==> src/rtl/bg_pkg.sv <==
// Shared types, colours and the pattern colour lookup for the background pattern generator.
package bg_pkg;

    typedef enum logic [1:0] {
        SOLID    = 2'd0,
        CHECKER  = 2'd1,
        HSTRIPES = 2'd2,
        SCROLL   = 2'd3
    } bg_mode_t;

    typedef enum logic [1:0] {
        IDLE  = 2'd0,
        ARMED = 2'd1,
        FLASH = 2'd2
    } flash_state_t;

    localparam logic [7:0] BASE_COLOR  = 8'hE4;
    localparam logic [7:0] ALT_COLOR   = 8'h00;
    localparam logic [7:0] FLASH_COLOR = 8'hFF;

    // SCROLL shares the checker lookup; only its column input differs.
    function automatic logic [7:0] pattern_color(input bg_mode_t mode,
                                                 input logic     parity,
                                                 input logic     stripe);
        logic [7:0] color;
        case (mode)
            SOLID:    color = BASE_COLOR;
            HSTRIPES: color = stripe ? ALT_COLOR : BASE_COLOR;
            default:  color = parity ? ALT_COLOR : BASE_COLOR;
        endcase
        return color;
    endfunction

endpackage

==> src/rtl/bg_flash_fsm.sv <==
// Frame-counted border-flash sequencer: IDLE -> ARMED -> FLASH for FLASH_FRAMES frames.
module bg_flash_fsm
    import bg_pkg::*;
#(
    parameter int FLASH_FRAMES = 30
) (
    input  logic clk,
    input  logic resetN,
    input  logic startOfFrame,
    input  logic flashReq,
    output logic flashActive,
    output logic flashPhase
);

    localparam logic [7:0] LAST_FRAME = 8'(FLASH_FRAMES - 1);

    flash_state_t state_q, state_d;
    logic [7:0]   cnt_q, cnt_d;

    // NOTE: sequential state uses non-blocking assignments so every register
    // samples the pre-edge values of its neighbours.
    always_ff @(posedge clk) begin
        if (!resetN) begin
            state_q <= IDLE;
            cnt_q   <= '0;
        end else begin
            state_q <= state_d;
            cnt_q   <= cnt_d;
        end
    end

    // NOTE: every always_comb output gets a default first, so no path can
    // leave it unassigned and infer a latch.
    always_comb begin
        state_d = state_q;
        cnt_d   = cnt_q;
        case (state_q)
            IDLE: begin
                if (flashReq) state_d = ARMED;
            end
            ARMED: begin
                if (startOfFrame) begin
                    state_d = FLASH;
                    cnt_d   = '0;
                end
            end
            FLASH: begin
                // A restart request outranks the terminating frame boundary.
                if (flashReq) begin
                    cnt_d = '0;
                end else if (startOfFrame) begin
                    if (cnt_q == LAST_FRAME) begin
                        state_d = IDLE;
                        cnt_d   = '0;
                    end else begin
                        cnt_d = cnt_q + 8'd1;
                    end
                end
            end
            default: begin
                state_d = IDLE;
                cnt_d   = '0;
            end
        endcase
    end

    assign flashActive = (state_q == FLASH);
    assign flashPhase  = cnt_q[2];

endmodule

==> src/rtl/back_ground_pattern_gen.sv <==
// Frame-synchronous background pattern drawer with border brackets and border flash.
// Optional feature: define BG_SCROLL_EN to build the scrolling checker and its counter.
module back_ground_pattern_gen
    import bg_pkg::*;
#(
    parameter int X_FRAME_SIZE   = 639,
    parameter int Y_FRAME_SIZE   = 479,
    parameter int BRACKET_OFFSET = 3,
    parameter int TILE_LOG2      = 5,
    parameter int FLASH_FRAMES   = 30
) (
    input  logic        clk,
    input  logic        resetN,
    input  logic [10:0] pixelX,
    input  logic [10:0] pixelY,
    input  logic        startOfFrame,
    input  logic [1:0]  modeSel,
    input  logic        modeLoad,
    input  logic        flashReq,
    output logic [7:0]  BG_RGB,
    output logic        boardersDrawReq,
    output logic        flashActive
);

    localparam logic [10:0] BR_NEAR = 11'(BRACKET_OFFSET);
    localparam logic [10:0] BR_X    = 11'(X_FRAME_SIZE - BRACKET_OFFSET);
    localparam logic [10:0] BR_Y    = 11'(Y_FRAME_SIZE - BRACKET_OFFSET);

    bg_mode_t    pending_q, pending_d;
    bg_mode_t    active_q, active_d;
    logic [10:0] x_eff;
    logic        parity;
    logic        bracket;
    logic [7:0]  rgb_d, rgb_q;
    logic        br_q;
    logic        fa_q;
    logic        fsm_active;
    logic        fsm_phase;

    // active_d is the mode of the pixel presented this cycle, so a new mode
    // already applies to the first pixel of the frame that adopts it.
    always_comb begin
        pending_d = modeLoad     ? bg_mode_t'(modeSel) : pending_q;
        active_d  = startOfFrame ? pending_d           : active_q;
    end

`ifdef BG_SCROLL_EN
    logic [10:0] scroll_q, scroll_d;

    always_comb begin
        scroll_d = scroll_q;
        if (startOfFrame && active_q == SCROLL) scroll_d = scroll_q + 11'd1;
        x_eff = (active_d == SCROLL) ? pixelX + scroll_d : pixelX;
    end

    always_ff @(posedge clk) begin
        if (!resetN) scroll_q <= '0;
        else         scroll_q <= scroll_d;
    end
`else
    assign x_eff = pixelX;
`endif

    assign parity  = x_eff[TILE_LOG2] ^ pixelY[TILE_LOG2];
    assign bracket = (pixelX == BR_NEAR) || (pixelY == BR_NEAR) ||
                     (pixelX == BR_X)    || (pixelY == BR_Y);

    always_comb begin
        rgb_d = pattern_color(active_d, parity, pixelY[TILE_LOG2]);
        if (bracket && fsm_active && !fsm_phase) rgb_d = FLASH_COLOR;
    end

    bg_flash_fsm #(
        .FLASH_FRAMES (FLASH_FRAMES)
    ) u_flash (
        .clk          (clk),
        .resetN       (resetN),
        .startOfFrame (startOfFrame),
        .flashReq     (flashReq),
        .flashActive  (fsm_active),
        .flashPhase   (fsm_phase)
    );

    always_ff @(posedge clk) begin
        if (!resetN) begin
            pending_q <= SOLID;
            active_q  <= SOLID;
            rgb_q     <= FLASH_COLOR;
            br_q      <= 1'b0;
            fa_q      <= 1'b0;
        end else begin
            pending_q <= pending_d;
            active_q  <= active_d;
            rgb_q     <= rgb_d;
            br_q      <= bracket;
            fa_q      <= fsm_active;
        end
    end

    assign BG_RGB          = rgb_q;
    assign boardersDrawReq = br_q;
    assign flashActive     = fa_q;

endmodule

==> config.mk <==
export PLATFORM = sky130hd
export DESIGN_NAME = back_ground_pattern_gen
export DESIGN_NICKNAME = d
export VERILOG_FILES = /design/src/rtl/bg_pkg.sv /design/src/rtl/bg_flash_fsm.sv /design/src/rtl/back_ground_pattern_gen.sv
export SDC_FILE = /design/constraint.sdc
export NUM_CORES = 1
export LEC_CHECK = 0
export CORE_MARGIN = 2
export CORE_UTILIZATION = 45
export DETAILED_ROUTE_END_ITERATION = 6
export HOLD_SLACK_MARGIN = 0.12
export PLACE_DENSITY = 0.83
export SYNTH_ARGS = -nofsm -noshare
export SYNTH_HDL_FRONTEND = slang
export SYNTH_SLANG_ARGS = --single-unit
==> constraint.sdc <==
create_clock -name clk -period 2.75 [get_ports clk]
set_input_delay 0.55 -clock clk [delete_from_list [all_inputs] [get_ports clk]]
set_output_delay 0.55 -clock clk [all_outputs]
set_load 0.005 [all_outputs]
==> impl_summary.log, run 1 <==
INFO  metric vias = 879
INFO  metric hpwl = 1680 µm
INFO  metric critical_path_class = in2reg
INFO  metric min_path_cells = 2
INFO  metric worst_hold_start = active_q[1]
INFO  metric std_cell_rows = 16
INFO  metric largest_area_contributor_in_the_synthesized_netlist = sky130_fd_sc_hd__dfxtp_1
INFO  metric ys_seq_elements = 18
INFO  metric synth_sequential_area_ratio = 0.385
INFO  metric post-synth-top-area-fraction = 0.385
INFO  metric route.detailed.vias_per_inst = 5.23
INFO  metric most_common_library_cell_in_the_layout_ignoring_fill_and_taps = sky130_fd_sc_hd__clkdlybuf4s50_1
INFO  metric area_of_the_core_region = 0.00196 mm²
INFO  metric dieWidth = 49.6 µm
INFO  metric most_frequently_used_flop_master_after_synthesis = sky130_fd_sc_hd__dfxtp_1
INFO  metric synth-warning-count = 0
INFO  metric fp.dieArea = 0.00246 mm²
INFO  metric required_time_at_the_endpoint_of_the_critical_path = 2.95 ns
INFO  metric slew_viol_final = 0
INFO  metric reported_leakage_power = 0.000492 µW
INFO  metric place_ws = 0.524 ns
INFO  metric drive_gt1_frac = 0.0496
INFO  metric placed_cell_area = 0.00128 mm²
INFO  metric synthTopCellsByArea = sky130_fd_sc_hd__dfxtp_1 39%, sky130_fd_sc_hd__nor2_1 6.8%, sky130_fd_sc_hd__xor2_1 5.6%
INFO  metric dp_cells = 164
INFO  metric rsz_0062_raised_after_global_routing = false
INFO  metric r2r_slack = 1.14 ns
INFO  metric ios = 39
INFO  metric antenna_found_initial = 0
INFO  metric area_growth_syn_to_layout = 40.9%
INFO  metric syn-instance-count = 107
INFO  metric grt_start_max_net_pins = 11
INFO  metric setup-violations-final = 0
INFO  metric cap_violations = 0
INFO  metric critPathCaptureType = register
INFO  metric final_min_period_over_clock_period = 0.690
INFO  metric cts.repair_timing.setup_buffer_count = 0
INFO  metric via_count_of_the_first_global_routing_pass = 907
INFO  metric synth_area = 936 µm²
INFO  metric tritoncts = built
INFO  metric crit_path_arrival_time = 2.10 ns
INFO  metric n_antenna_cell = 0
INFO  metric setup.worst_path.start_class = primary input
INFO  metric postSynthAreaPerCell = 8.75 µm²
INFO  metric die_y = 49.6 µm
INFO  metric cts_htree_levels = 1
INFO  metric ir_worst_vdd = 0.374 mV
INFO  metric synth_enable_flop_cells = 0
INFO  metric drt_wl_total = 2080 µm
INFO  metric overflow = 0
INFO  metric final_nets = 173
INFO  metric cts_root_buf = sky130_fd_sc_hd__clkbuf_4
INFO  metric slew-limit-headroom = 0.772
INFO  metric p_total = 576 µW
INFO  metric post-route-cell-area = 0.00132 mm²
INFO  metric powerDensity = 437 mW/mm²
INFO  metric clock_insertion_delay_worst_skew = 0.30 ns
INFO  metric io_buffers = 38
INFO  metric reg2reg_depth = 6
INFO  metric max_clock_freq = 527 MHz
INFO  metric outcome = finished, final reports clean
INFO  metric grt_util_all_layers = 0.194
INFO  metric setup_total_negative_slack = 0 ns
INFO  metric layout.cells.non_filler = 168
INFO  metric async_flop_share = 0
INFO  metric total_clock_buffers_created_by_cts = 3
INFO  metric final_hold_viol_count = 0
INFO  metric clock_path_buffers = 2
INFO  metric drt_pre_antenna_iters = 4
INFO  metric most_frequent_cells_in_the_layout = 38 x sky130_fd_sc_hd__clkdlybuf4s50_1, 18 x sky130_fd_sc_hd__dfxtp_1, 17 x sky130_fd_sc_hd__nor2_1, 7 x sky130_fd_sc_hd__nand4_1, 7 x sky130_fd_sc_hd__nand2_1
INFO  metric hold_fix_buffer_count_after_cts = 0
INFO  metric post-route-worst-setup-slack = 0.852 ns
INFO  metric worst-path-max-fanout = 10
INFO  metric clk_skew = 0.0130 ns
INFO  metric grt_pass1_wl = 3800 µm
INFO  metric fin_crit = 1.90 ns
INFO  metric detail_route.drc_violations = 0
INFO  metric worstHoldPathType = reg2reg
INFO  metric final_antenna_net_count = 0
INFO  metric holdPathEnd = active_q[1]
INFO  metric worst_slew_pin_slew = 0.334 ns
INFO  metric synth_nets = 138
INFO  metric route.detailed.wl_per_inst = 12.4 µm
INFO  metric ys_types = 36
INFO  metric routabilityCongestion = 0.735
INFO  metric critical_path.reg2reg.endpoint = u_flash.cnt_q[6]
INFO  metric clkSlewWorstSetupHoldPaths = 0.11 ns
INFO  metric post_cts_resized = 0
INFO  metric regToRegStartpoint = u_flash.cnt_q[0]
INFO  metric cts.sink_count = 18
INFO  metric drt_iter0_markers = 11
INFO  metric floorplan.initialDensity = 0.477
-- cell families (layout without fill, tap and decap cells) --
kind of cell | Yosys count | in the layout | share of synthesized area
adder cells (fa/ha/maj) | 2 | 2 | 0.0267
AND/OR/NAND/NOR | 45 | 45 | 0.253
multiplexers | 2 | 2 | 0.0214
flip-flops | 18 | 18 | 0.385
AO/OA/AOI/OAI | 21 | 21 | 0.160
buffers and inverters | 12 | 46 | 0.0882
XOR/XNOR | 7 | 7 | 0.0655
-- flip-flops by register name, indices dropped and copies added, names as in the netlist --
signal,flops
boardersDrawReq,1
u_flash.cnt_q,8
pending_q,2
active_q,2
flashActive,1
BG_RGB,2
u_flash.state_q,2
-- where the power goes --
part	internal, µW	total, µW	switching (µW)
Clock	80.7	162	81.7
Combinational	75.2	126	50.6
Sequential	275	288	13.5
-- through the flow --
stage,hold WS [ns],utilization
4_1_cts,0.506,0.672
3_5_place_dp,0.491,0.654
5_1_grt,0.550,0.672
3_3_place_gp,0.478,0.654
6_report,0.506,0.672
2_1_floorplan,0.450,-
-- routing by layer --
metal  share of wire  track usage  vias to the layer above
li1                -            -                      447
met1            0.43        0.221                      393
met2            0.44        0.333                       37
met3            0.12       0.0667                        2
met4          0.0043       0.0694                        0
met5               0            0                        -
-- cells in the mapped netlist (2+ instances only) --
| master | number |
|---|---|
| sky130_fd_sc_hd__dfxtp_1 | 18 |
| sky130_fd_sc_hd__nor2_1 | 17 |
| sky130_fd_sc_hd__nand2_1 | 7 |
| sky130_fd_sc_hd__nand4_1 | 7 |
| sky130_fd_sc_hd__buf_4 | 6 |
| sky130_fd_sc_hd__xor2_1 | 6 |
| sky130_fd_sc_hd__inv_1 | 4 |
| sky130_fd_sc_hd__o21ai_1 | 3 |
| sky130_fd_sc_hd__a211oi_1 | 2 |
| sky130_fd_sc_hd__a21oi_1 | 2 |
| sky130_fd_sc_hd__a31oi_1 | 2 |
| sky130_fd_sc_hd__and2_1 | 2 |
| sky130_fd_sc_hd__buf_6 | 2 |
| sky130_fd_sc_hd__ha_1 | 2 |
| sky130_fd_sc_hd__mux2i_1 | 2 |
| sky130_fd_sc_hd__nor3_1 | 2 |
| sky130_fd_sc_hd__nor4_1 | 2 |
| sky130_fd_sc_hd__o211ai_1 | 2 |
| sky130_fd_sc_hd__o21ai_0 | 2 |
-- worst max-delay path, stage by stage --
cell and delay [ns]:
sky130_fd_sc_hd__clkdlybuf4s50_1 0.66, sky130_fd_sc_hd__o21a_1 0.15, sky130_fd_sc_hd__o22a_1 0.36, sky130_fd_sc_hd__nand4_1 0.16
sky130_fd_sc_hd__xor2_1 0.17, sky130_fd_sc_hd__nor2_1 0.05
-- worst max-delay path by stage --
| stage | from | slack (ns) | cells after the start | endpoint |
|---|---|---|---|---|
| after CTS | startOfFrame | 0.85 | 6 | u_flash.cnt_q[7] |
| after global placement | startOfFrame | 0.61 | 6 | u_flash.cnt_q[7] |
| after floorplan | startOfFrame | 1.21 | 7 | u_flash.cnt_q[1] |
| after global routing | startOfFrame | 0.71 | 6 | u_flash.cnt_q[7] |
| final | startOfFrame | 0.85 | 6 | u_flash.cnt_q[7] |
| after detailed placement | startOfFrame | 0.52 | 6 | u_flash.cnt_q[7] |
-- cell type report --
cell class,instances,area [µm²]
Fill cell,178,643
Multi-Input combinational cell,77,493
Timing Repair Buffer,38,380
Sequential cell,18,360
Clock buffer,4,36.3
Tap cell,27,33.8
Inverter,4,15.0
No activity file was read; power rests on OpenSTA's default activity.
==> run 2: changes to the inputs <==
--- a/config.mk
+++ b/config.mk
@@ -6,10 +6,10 @@
 export NUM_CORES = 1
 export LEC_CHECK = 0
 export CORE_MARGIN = 2
-export CORE_UTILIZATION = 45
+export CORE_UTILIZATION = 41
 export DETAILED_ROUTE_END_ITERATION = 6
 export HOLD_SLACK_MARGIN = 0.12
-export PLACE_DENSITY = 0.83
+export PLACE_DENSITY = 0.76
 export SYNTH_ARGS = -nofsm -noshare
 export SYNTH_HDL_FRONTEND = slang
 export SYNTH_SLANG_ARGS = --single-unit
==> constraint.sdc (replaced) <==
create_clock -name clk -period 1.9 [get_ports clk]
set_input_delay 0.38 -clock clk [delete_from_list [all_inputs] [get_ports clk]]
set_output_delay 0.38 -clock clk [all_outputs]
set_load 0.005 [all_outputs]
==> run 2 against run 1 <==
Die area grew 8.9%. Via count grew 4.9%. Power grew 46%. Critical path type is now reg2reg. Non-clock buffer count grew 5. Highest routed layer unchanged. Count of clock-buffer cells in the layout is the same. Critical endpoint is now u_flash.cnt_q[6].
==> impl_summary.log, run 2 (synthesis results as in run 1) <==
INFO  metric post_cts_resized = 0
INFO  metric most_common_library_cell_in_the_layout_ignoring_fill_and_taps = sky130_fd_sc_hd__clkdlybuf4s50_1
INFO  metric post-route-cell-area = 0.00136 mm²
INFO  metric area_of_the_core_region = 0.00219 mm²
INFO  metric max_clock_freq = 610 MHz
INFO  metric finish.utilization = 0.620
INFO  metric tritoncts = built
INFO  metric fin_crit = 1.64 ns
INFO  metric clock_insertion_delay_worst_skew = 0.29 ns
INFO  metric grt_start_max_net_pins = 11
INFO  metric critical_path.reg2reg.endpoint = u_flash.cnt_q[6]
INFO  metric critical_path_endpoint = u_flash.cnt_q[6]
INFO  metric groute.layer.met1.usage = 0.170
INFO  metric cts_htree_levels = 1
INFO  metric powerDensity = 619 mW/mm²
INFO  metric clk_skew = 0.00367 ns
INFO  metric placed_cell_area = 0.00132 mm²
INFO  metric grt_pass1_wl = 3350 µm
INFO  metric met3_usage = 0.0489
INFO  metric drive_gt1_frac = 0.0822
INFO  metric required_time_at_the_endpoint_of_the_critical_path = 2.09 ns
INFO  metric reg2reg_depth = 6
INFO  metric worst_path_dominant_cell_family = simple AND/OR/NAND/NOR gates
INFO  metric io_buffers = 38
INFO  metric route.detailed.wl_per_inst = 12.2 µm
INFO  metric regToRegStartpoint = u_flash.cnt_q[0]
INFO  metric detail_route.drc_violations = 0
INFO  metric total_clock_buffers_created_by_cts = 3
INFO  metric hpwl = 1730 µm
INFO  metric final_hold_viol_count = 0
INFO  metric reported_leakage_power = 0.000516 µW
INFO  metric routabilityCongestion = 0.741
INFO  metric grt_util_all_layers = 0.165
INFO  metric overflow = 0
INFO  metric worstPathCellList = ha_1, or4b_1, o21ai_1, o21ai_2, nand2_4, nor2_1
INFO  metric rsz_0062_raised_after_global_routing = false
INFO  metric registers.top_by_ff_count = u_flash.cnt_q
INFO  metric ios = 39
INFO  metric ir_worst_vdd = 0.507 mV
INFO  metric r2r_slack = 0.26 ns
INFO  metric clkSlewWorstSetupHoldPaths = 0.10 ns
INFO  metric antenna_found_initial = 0
INFO  metric timing.critical_path.buf_inv = 0
INFO  metric critical_path_class = reg2reg
INFO  metric fp.dieArea = 0.00268 mm²
INFO  metric drt_pre_antenna_iters = 4
INFO  metric cpPeakStageDelay = 0.43 ns
INFO  metric dieWidth = 51.8 µm
INFO  metric worst-path-max-fanout = 8
INFO  metric cts.repair_timing.setup_buffer_count = 0
INFO  metric crit_slowest_cell = sky130_fd_sc_hd__dfxtp_1
INFO  metric floorplan.initialDensity = 0.427
INFO  metric setup_total_negative_slack = 0 ns
INFO  metric slew-limit-headroom = 0.736
INFO  metric critPathCaptureType = register
INFO  metric cts_root_buf = sky130_fd_sc_hd__clkbuf_4
INFO  metric final_min_period_over_clock_period = 0.863
INFO  metric std_cell_rows = 17
INFO  metric cts.sink_count = 18
INFO  metric vias = 922
INFO  metric largest_reg_flops = 8
INFO  metric route.detailed.vias_per_inst = 5.30
INFO  metric setup-violations-final = 0
INFO  metric via_count_of_the_first_global_routing_pass = 821
INFO  metric most_frequent_cells_in_the_layout = 38 x sky130_fd_sc_hd__clkdlybuf4s50_1, 18 x sky130_fd_sc_hd__dfxtp_1, 17 x sky130_fd_sc_hd__nor2_1, 7 x sky130_fd_sc_hd__nand4_1, 7 x sky130_fd_sc_hd__nand2_1
INFO  metric area_growth_syn_to_layout = 45.1%
INFO  metric hold_fix_buffer_count_after_cts = 0
INFO  metric crit_path_arrival_time = 1.83 ns
INFO  metric critical_path.startpoint = u_flash.cnt_q[0]
INFO  metric drt_iter0_markers = 10
INFO  metric final_nets = 178
INFO  metric timing.critical_path.depth = 6
INFO  metric clock_path_buffers = 2
INFO  metric slew_viol_final = 0
INFO  metric setup.worst_path.start_class = register
INFO  metric worst_slew_pin_slew = 0.385 ns
INFO  metric drt_wl_total = 2120 µm
INFO  metric outcome = finished, final reports clean
INFO  metric die_y = 51.8 µm
INFO  metric cap_violations = 0
INFO  metric busiest_layer = met2
INFO  metric n_antenna_cell = 0
INFO  metric final_antenna_net_count = 0
INFO  metric worstHoldPathType = reg2reg
INFO  metric globalRouteMet2Util = 0.299
[run 2: layout make-up]
class                      count  area (µm²)
fill                         185         833
multi-input combinational     77         493
timing repair buffer          43         418
sequential                    18         360
clock buffer                   4        36.3
tap                           28        35.0
inverter                       4        15.0
[run 2: per-layer routing]
layer  part of all wire  wire (µm)
met1               0.44        931
met4              0.012         25
met5                  0          0
met3               0.10        218
met2               0.45        945
[run 2: worst min-delay path: stages, from the launching register on]
cell and delay [ns]:
sky130_fd_sc_hd__dfxtp_1 0.32, sky130_fd_sc_hd__nor2_1 0.08, sky130_fd_sc_hd__a211oi_1 0.05
[run 2: report_power, final]
group / switching (µW) / internal, µW
combinational: 77.2 / 118
clock: 111 / 117
sequential: 19.8 / 398
[run 2: metrics by stage]
step | setup slack [ns] | hold WS, ns | total power, µW | instances
3_3_place_gp | 0.106 | 0.473 | 615 | 170
4_1_cts | 0.250 | 0.488 | 849 | 174
2_1_floorplan | 0.433 | 0.450 | 519 | 107
5_1_grt | 0.141 | 0.517 | 892 | 174
3_5_place_dp | 0.0534 | 0.476 | 622 | 170
6_report | 0.261 | 0.488 | 840 | 174
[run 2: worst min-delay path by stage]
stage / startpoint / endpoint / slack [ns] / depth (start not counted)
after detailed placement: active_q[1] / active_q[1] / 0.48 / 2
after global routing: active_q[1] / active_q[1] / 0.52 / 2
after CTS: active_q[1] / active_q[1] / 0.49 / 2
after global placement: active_q[1] / active_q[1] / 0.47 / 2
after floorplan: u_flash.state_q[1] / u_flash.state_q[0] / 0.45 / 1
final: active_q[1] / active_q[1] / 0.49 / 2
